$ cat src/rtl/imm_gen_if.sv
// Handshake bundle for imm_gen_pipe: instruction in, immediate out.
// The master side drives the instruction stream and the output ready; the slave side is the generator.
interface imm_gen_if #(
  parameter int XLEN  = 32,
  parameter int CNT_W = 8
);
  logic             instr_valid_i;
  logic             instr_ready_o;
  logic [31:0]      instruction_i;
  logic             imm_valid_o;
  logic             imm_ready_i;
  logic [XLEN-1:0]  immediate_o;
  logic [2:0]       imm_fmt_o;
  logic             illegal_o;
  logic [CNT_W-1:0] illegal_cnt_o;

  modport master (
    output instr_valid_i, instruction_i, imm_ready_i,
    input  instr_ready_o, imm_valid_o, immediate_o, imm_fmt_o, illegal_o, illegal_cnt_o
  );

  modport slave (
    input  instr_valid_i, instruction_i, imm_ready_i,
    output instr_ready_o, imm_valid_o, immediate_o, imm_fmt_o, illegal_o, illegal_cnt_o
  );
endinterface

$ cat src/rtl/imm_gen_pipe.sv
// Registered RV32I immediate generator with a 2-entry skid buffer and saturating illegal-opcode counter.
// Optional macro IMM_GEN_SHAMT_EN: shift-immediates return the zero-extended shamt only.
module imm_gen_pipe #(
  parameter int XLEN  = 32,
  parameter int CNT_W = 8
) (
  input  logic     clk,
  input  logic     reset,
  input  logic     flush_i,
  imm_gen_if.slave bus
);
  localparam logic [2:0] FMT_NONE = 3'd0;
  localparam logic [2:0] FMT_I    = 3'd1;
  localparam logic [2:0] FMT_S    = 3'd2;
  localparam logic [2:0] FMT_B    = 3'd3;
  localparam logic [2:0] FMT_U    = 3'd4;
  localparam logic [2:0] FMT_J    = 3'd5;

  typedef struct packed {
    logic [XLEN-1:0] imm;
    logic [2:0]      fmt;
    logic            ill;
  } ent_t;

  ent_t             dec, main_q, main_d, skid_q, skid_d;
  logic             main_vld_q, main_vld_d, skid_vld_q, skid_vld_d;
  logic             rdy_q, rdy_d;
  logic [CNT_W-1:0] cnt_q, cnt_d;
  logic [31:0]      inst, imm32;
  logic [6:0]       op;
  logic             s, acc, xfer;

  assign inst = bus.instruction_i;
  assign op   = inst[6:0];
  assign s    = inst[31];
  assign acc  = bus.instr_valid_i && rdy_q;
  assign xfer = main_vld_q && bus.imm_ready_i;

  always_comb begin
    imm32   = '0;
    dec     = '0;
    dec.fmt = FMT_NONE;
    case (op)
      7'h13, 7'h03, 7'h67: begin imm32 = {{20{s}}, inst[31:20]};                                dec.fmt = FMT_I; end
      7'h23:               begin imm32 = {{20{s}}, inst[31:25], inst[11:7]};                    dec.fmt = FMT_S; end
      7'h63:               begin imm32 = {{19{s}}, s, inst[7], inst[30:25], inst[11:8], 1'b0};  dec.fmt = FMT_B; end
      7'h37, 7'h17:        begin imm32 = {inst[31:12], 12'h000};                                dec.fmt = FMT_U; end
      7'h6F:               begin imm32 = {{11{s}}, s, inst[19:12], inst[20], inst[30:21], 1'b0}; dec.fmt = FMT_J; end
      7'h33:               ;
      default:             dec.ill = 1'b1;
    endcase
    // Widen by replicating bit 31 into every bit above the 32-bit result.
    dec.imm       = {XLEN{imm32[31]}};
    dec.imm[31:0] = imm32;
`ifdef IMM_GEN_SHAMT_EN
    if (op == 7'h13 && inst[13:12] == 2'b01) begin
      dec.imm = '0;
      if (XLEN == 64) dec.imm[5:0] = inst[25:20];
      else            dec.imm[4:0] = inst[24:20];
    end
`endif
  end

  always_comb begin
    main_d     = main_q;
    skid_d     = skid_q;
    main_vld_d = main_vld_q;
    skid_vld_d = skid_vld_q;
    if (flush_i) begin
      main_vld_d = 1'b0;
      skid_vld_d = 1'b0;
    end else if (xfer) begin
      // Skid full implies ready was low, so no accept can collide with the refill.
      if (skid_vld_q) begin
        main_d     = skid_q;
        skid_vld_d = 1'b0;
      end else if (acc) begin
        main_d = dec;
      end else begin
        main_vld_d = 1'b0;
      end
    end else if (!main_vld_q) begin
      if (acc) begin
        main_d     = dec;
        main_vld_d = 1'b1;
      end
    end else if (acc) begin
      skid_d     = dec;
      skid_vld_d = 1'b1;
    end
    rdy_d = !skid_vld_d;
  end

  always_comb begin
    cnt_d = cnt_q;
    if (acc && dec.ill && !flush_i && cnt_q != '1) cnt_d = cnt_q + 1'b1;
  end

  always_ff @(posedge clk or negedge reset) begin
    if (!reset) begin
      main_q     <= '0;
      skid_q     <= '0;
      main_vld_q <= 1'b0;
      skid_vld_q <= 1'b0;
      rdy_q      <= 1'b1;
      cnt_q      <= '0;
    end else begin
      main_q     <= main_d;
      skid_q     <= skid_d;
      main_vld_q <= main_vld_d;
      skid_vld_q <= skid_vld_d;
      rdy_q      <= rdy_d;
      cnt_q      <= cnt_d;
    end
  end

  assign bus.instr_ready_o = rdy_q;
  assign bus.imm_valid_o   = main_vld_q;
  assign bus.immediate_o   = main_q.imm;
  assign bus.imm_fmt_o     = main_q.fmt;
  assign bus.illegal_o     = main_q.ill;
  assign bus.illegal_cnt_o = cnt_q;
endmodule

$ cat src/flat_wrapper.sv
// flat-port wrapper written by rule: the top's interface ports become plain ports
module imm_gen_pipe_flat 
#(
  parameter int XLEN  = 32,
  parameter int CNT_W = 8
)
  (clk, reset, flush_i, bus_instr_valid_i, bus_instruction_i, bus_imm_ready_i, bus_instr_ready_o, bus_imm_valid_o, bus_immediate_o, bus_imm_fmt_o, bus_illegal_o, bus_illegal_cnt_o);
  imm_gen_if #(.XLEN(XLEN), .CNT_W(CNT_W)) bus_i ();
  input  logic clk;
  input  logic reset;
  input  logic flush_i;
  input wire logic [$bits(bus_i.instr_valid_i)-1:0] bus_instr_valid_i;
  input wire logic [$bits(bus_i.instruction_i)-1:0] bus_instruction_i;
  input wire logic [$bits(bus_i.imm_ready_i)-1:0] bus_imm_ready_i;
  output wire logic [$bits(bus_i.instr_ready_o)-1:0] bus_instr_ready_o;
  output wire logic [$bits(bus_i.imm_valid_o)-1:0] bus_imm_valid_o;
  output wire logic [$bits(bus_i.immediate_o)-1:0] bus_immediate_o;
  output wire logic [$bits(bus_i.imm_fmt_o)-1:0] bus_imm_fmt_o;
  output wire logic [$bits(bus_i.illegal_o)-1:0] bus_illegal_o;
  output wire logic [$bits(bus_i.illegal_cnt_o)-1:0] bus_illegal_cnt_o;
  assign bus_i.instr_valid_i = bus_instr_valid_i;
  assign bus_i.instruction_i = bus_instruction_i;
  assign bus_i.imm_ready_i = bus_imm_ready_i;
  assign bus_instr_ready_o = bus_i.instr_ready_o;
  assign bus_imm_valid_o = bus_i.imm_valid_o;
  assign bus_immediate_o = bus_i.immediate_o;
  assign bus_imm_fmt_o = bus_i.imm_fmt_o;
  assign bus_illegal_o = bus_i.illegal_o;
  assign bus_illegal_cnt_o = bus_i.illegal_cnt_o;
  imm_gen_pipe #(.XLEN(XLEN), .CNT_W(CNT_W)) u_core (.clk(clk), .reset(reset), .flush_i(flush_i), .bus(bus_i));
endmodule
$ cat config.mk
export PLATFORM = sky130hd
export DESIGN_NAME = imm_gen_pipe_flat
export DESIGN_NICKNAME = d
export VERILOG_FILES = /design/src/rtl/imm_gen_if.sv /design/src/rtl/imm_gen_pipe.sv /design/src/flat_wrapper.sv
export SDC_FILE = /design/constraint.sdc
export NUM_CORES = 1
export LEC_CHECK = 0
export ABC_AREA = 1
export ABC_CLOCK_PERIOD_IN_PS = 4600
export CAP_MARGIN = 20
export CORE_ASPECT_RATIO = 1.25
export CORE_MARGIN = 3
export CORE_UTILIZATION = 56
export CTS_CLUSTER_DIAMETER = 200
export DETAILED_ROUTE_END_ITERATION = 6
export PLACE_DENSITY = 0.95
export SYNTH_ARGS = -nofsm -noshare
export SYNTH_HDL_FRONTEND = slang
export SYNTH_SLANG_ARGS = --single-unit
$ cat constraint.sdc
create_clock -name clk -period 4.6 [get_ports clk]
set_input_delay 0.69 -clock clk [delete_from_list [all_inputs] [get_ports clk]]
set_output_delay 0.69 -clock clk [all_outputs]
set_load 0.02 [all_outputs]
==> impl_metrics.ini <==
[setup_path]
critPathMaxStageDelay_ns = 0.48
cp.arrival_ns = 2.78
crit_type = in -> reg
crit_slowest_cell = clkdlybuf4s50_1
crit_top_cell = nand2_1
crit_chain = clkdlybuf4s50_1, inv_1, nand2_1, nand2_1, buf_4, inv_1, buf_4, o21ai_0, a21oi_1, nand2_1, o21ai_0
cp_max_fo = 31
required_ns = 4.88
end_kind = flip-flop
worst_setup_path_start_kind = primary input

[clock_tree]
cts_buffers = 9
hold_buffers = 0
path_clk_slew_ns = 0.09
cts_htree_levels = 3
insertion_delay_ns = 0.37
clock-sinks = 83
cts_tree = built
ctsResizeCount = 0
cts_max_path_buffers = 2
cts-root-buf = clkbuf_8
post-cts-setup-buffer-count = 0

[route]
route.vias.total = 4356
drt_iter0_markers = 446
finalWirelength_um = 11790
antenna_left = 0
viasPerCell = 5.694
first_pass_iters = 6
drc = 0
wl_per_cell_um = 15.41

[logic_synthesis]
ys_seq_elements = 83
syn-cell-area_um2 = 4365
syn_avg_cell_area_um2 = 7.325
syn_nets = 634
synth_area_leaders = dfrtp_1 (47%), nand2_1 (19%), o21ai_0 (6.5%)
synth_top_area_frac = 0.4700
synth.distinct_cells = 29
yosysSeqAreaShare = 0.4761
netlist_instances = 596
yosysTopAreaCell = dfrtp_1
yosys_warnings = 0

[die]
fp.dieH_um = 104.7
fp.coreArea_um2 = 7488
die-area_um2 = 8898
die_w_um = 84.97
rows = 35
initial_core_util = 0.5830
pin_count = 83

[layout]
area_delta_synth_final_pct = 24.85
nets = 706
final_common_cell = nand2_1
fin_cells = 765
drive_gt1_frac = 0.06092
antennaDiodeCount = 0
mostFrequentLayoutCells = nand2_1 (217), dfrtp_1 (82), clkdlybuf4s50_1 (81), nor2_1 (65), o21ai_0 (57)

[global_routing]
grt_use_total = 0.2763
grt_start_max_net_pins = 84
antenna_found_initial = 0
grt_pass1_vias = 4331
grt_pass1_wl_um = 19980
gr-total-overflow = 0

[run_status]
outcome = completed

[placement]
dp.cells = 748
io_buffer_count = 82
hpwl_um = 7945
gp_congestion = 0.8241

[sta]
hold_violations = 0
worstMarginPinSlew_ns = 0.8158
min_period_ns = 2.495
setup-tns-final_ns = 0
fmax_mhz = 400.7
skew_ns = 0.01232
report.final.setup_viol = 0
slew_violations = 0
rsz0062_at_grt = false
relSlewSlack = 0.4555
fin_crit_sh = 0.5425

[worst_hold_path]
min_path_type = in -> async

[pwr]
peakVddDrop_v = 0.0003372
p_leak_nw = 2.740
power.density_nw_per_um2 = 396.0

[job]
max_cap_violations = 0
-- cells by family after synthesis --
| family | after synthesis | share of synthesized area |
|---|---|---|
| buffers and inverters | 72 | 0.07223 |
| adders and majority gates | 1 | 0.002866 |
| DFF | 83 | 0.4761 |
| xor gates and xnor gates | 7 | 0.01404 |
| and+or+nand+nor | 331 | 0.3087 |
| AOI/OAI and AO/OA | 102 | 0.1261 |
-- cell type report --
cell class / instances / area (µm²)
Sequential cell: 83 / 2078
Fill cell: 526 / 2038
Multi-Input combinational cell: 441 / 1974
Timing Repair Buffer: 88 / 875.8
Inverter: 45 / 171.4
Clock buffer: 11 / 131.4
Tap cell: 92 / 115.1
Clock inverter: 5 / 103.9
-- worst max-delay path: cells and delay by family --
| family | cells | cell delay (ns) |
|---|---|---|
| and+or+nand+nor | 3 | 0.20 |
| AOI/OAI and AO/OA | 3 | 0.33 |
| buffers and inverters | 5 | 1.52 |
-- metrics by stage --
| stage | util | hold slack, ns | setup slack [ns] | total power [mW] | area (µm²) |
|---|---|---|---|---|---|
| floorplan | - | 0.3944 | 2.848 | 1.263 | 4365 |
| global placement | 0.6937 | 0.4560 | 1.826 | 1.501 | 5195 |
| detailed placement | 0.6937 | 0.4599 | 1.778 | 1.532 | 5195 |
| CTS | 0.7251 | 0.4805 | 2.129 | 2.153 | 5430 |
| global route | 0.7278 | 0.3290 | 1.912 | 2.256 | 5450 |
| finish | 0.7278 | 0.2835 | 2.105 | 2.159 | 5450 |
-- cells in the mapped netlist, drive strengths merged --
master,instances
clkbuf,10
dfstp,1
o22ai,3
nand3,37
a21oi,24
dfrtp,82
inv,43
o21ai,67
ha,1
buf,17
nor3,1
xor2,2
xnor2,5
clkinv,2
nand4,2
nand2,223
nor2,68
a31oi,8
-- worst paths after layout --
check / startpoint / endpoint / slack (ns) / cells past startpoint
worst max-delay path: bus_imm_ready_i / u_core.bus.immediate_o[8] / 2.10 / 11
worst min-delay path: reset / u_core.skid_q[27] / 0.28 / 1
worst max register to register: u_core.bus.imm_valid_o / u_core.bus.immediate_o[31] / 2.50 / 7
worst min register to register: u_core.skid_q[32] / u_core.skid_q[32] / 0.48 / 2
max in group asynchronous: reset / u_core.bus.immediate_o[17] / 3.69 / 2
min in group clk: u_core.skid_q[32] / u_core.skid_q[32] / 0.48 / 2
-- power breakdown --
group	internal (mW)	total, mW	switching (mW)
Sequential	0.852	0.949	0.0972
Combinational	0.257	0.579	0.322
Clock	0.361	0.630	0.269
Total	1.47	2.16	0.688
-- metal layers --
layer | track usage | vias to the layer above | part of all wire
li1 | - | 2033 | -
met1 | 0.3485 | 2001 | 0.37
met2 | 0.4572 | 271 | 0.50
met3 | 0.03391 | 51 | 0.091
met4 | 0.1493 | 0 | 0.041
met5 | 0 | - | 0
-- state kept, by name, summed over array words and instances (netlist names) --
signal,cells
u_core.skid_q,36
u_core.bus.immediate_o,32
u_core.bus.illegal_cnt_o,8
u_core.bus.imm_fmt_o,3
u_core.bus.illegal_o,1
u_core.bus.imm_valid_o,1
u_core.bus.instr_ready_o,1
u_core.skid_vld_q,1
Power figures use the tool's default switching activity.
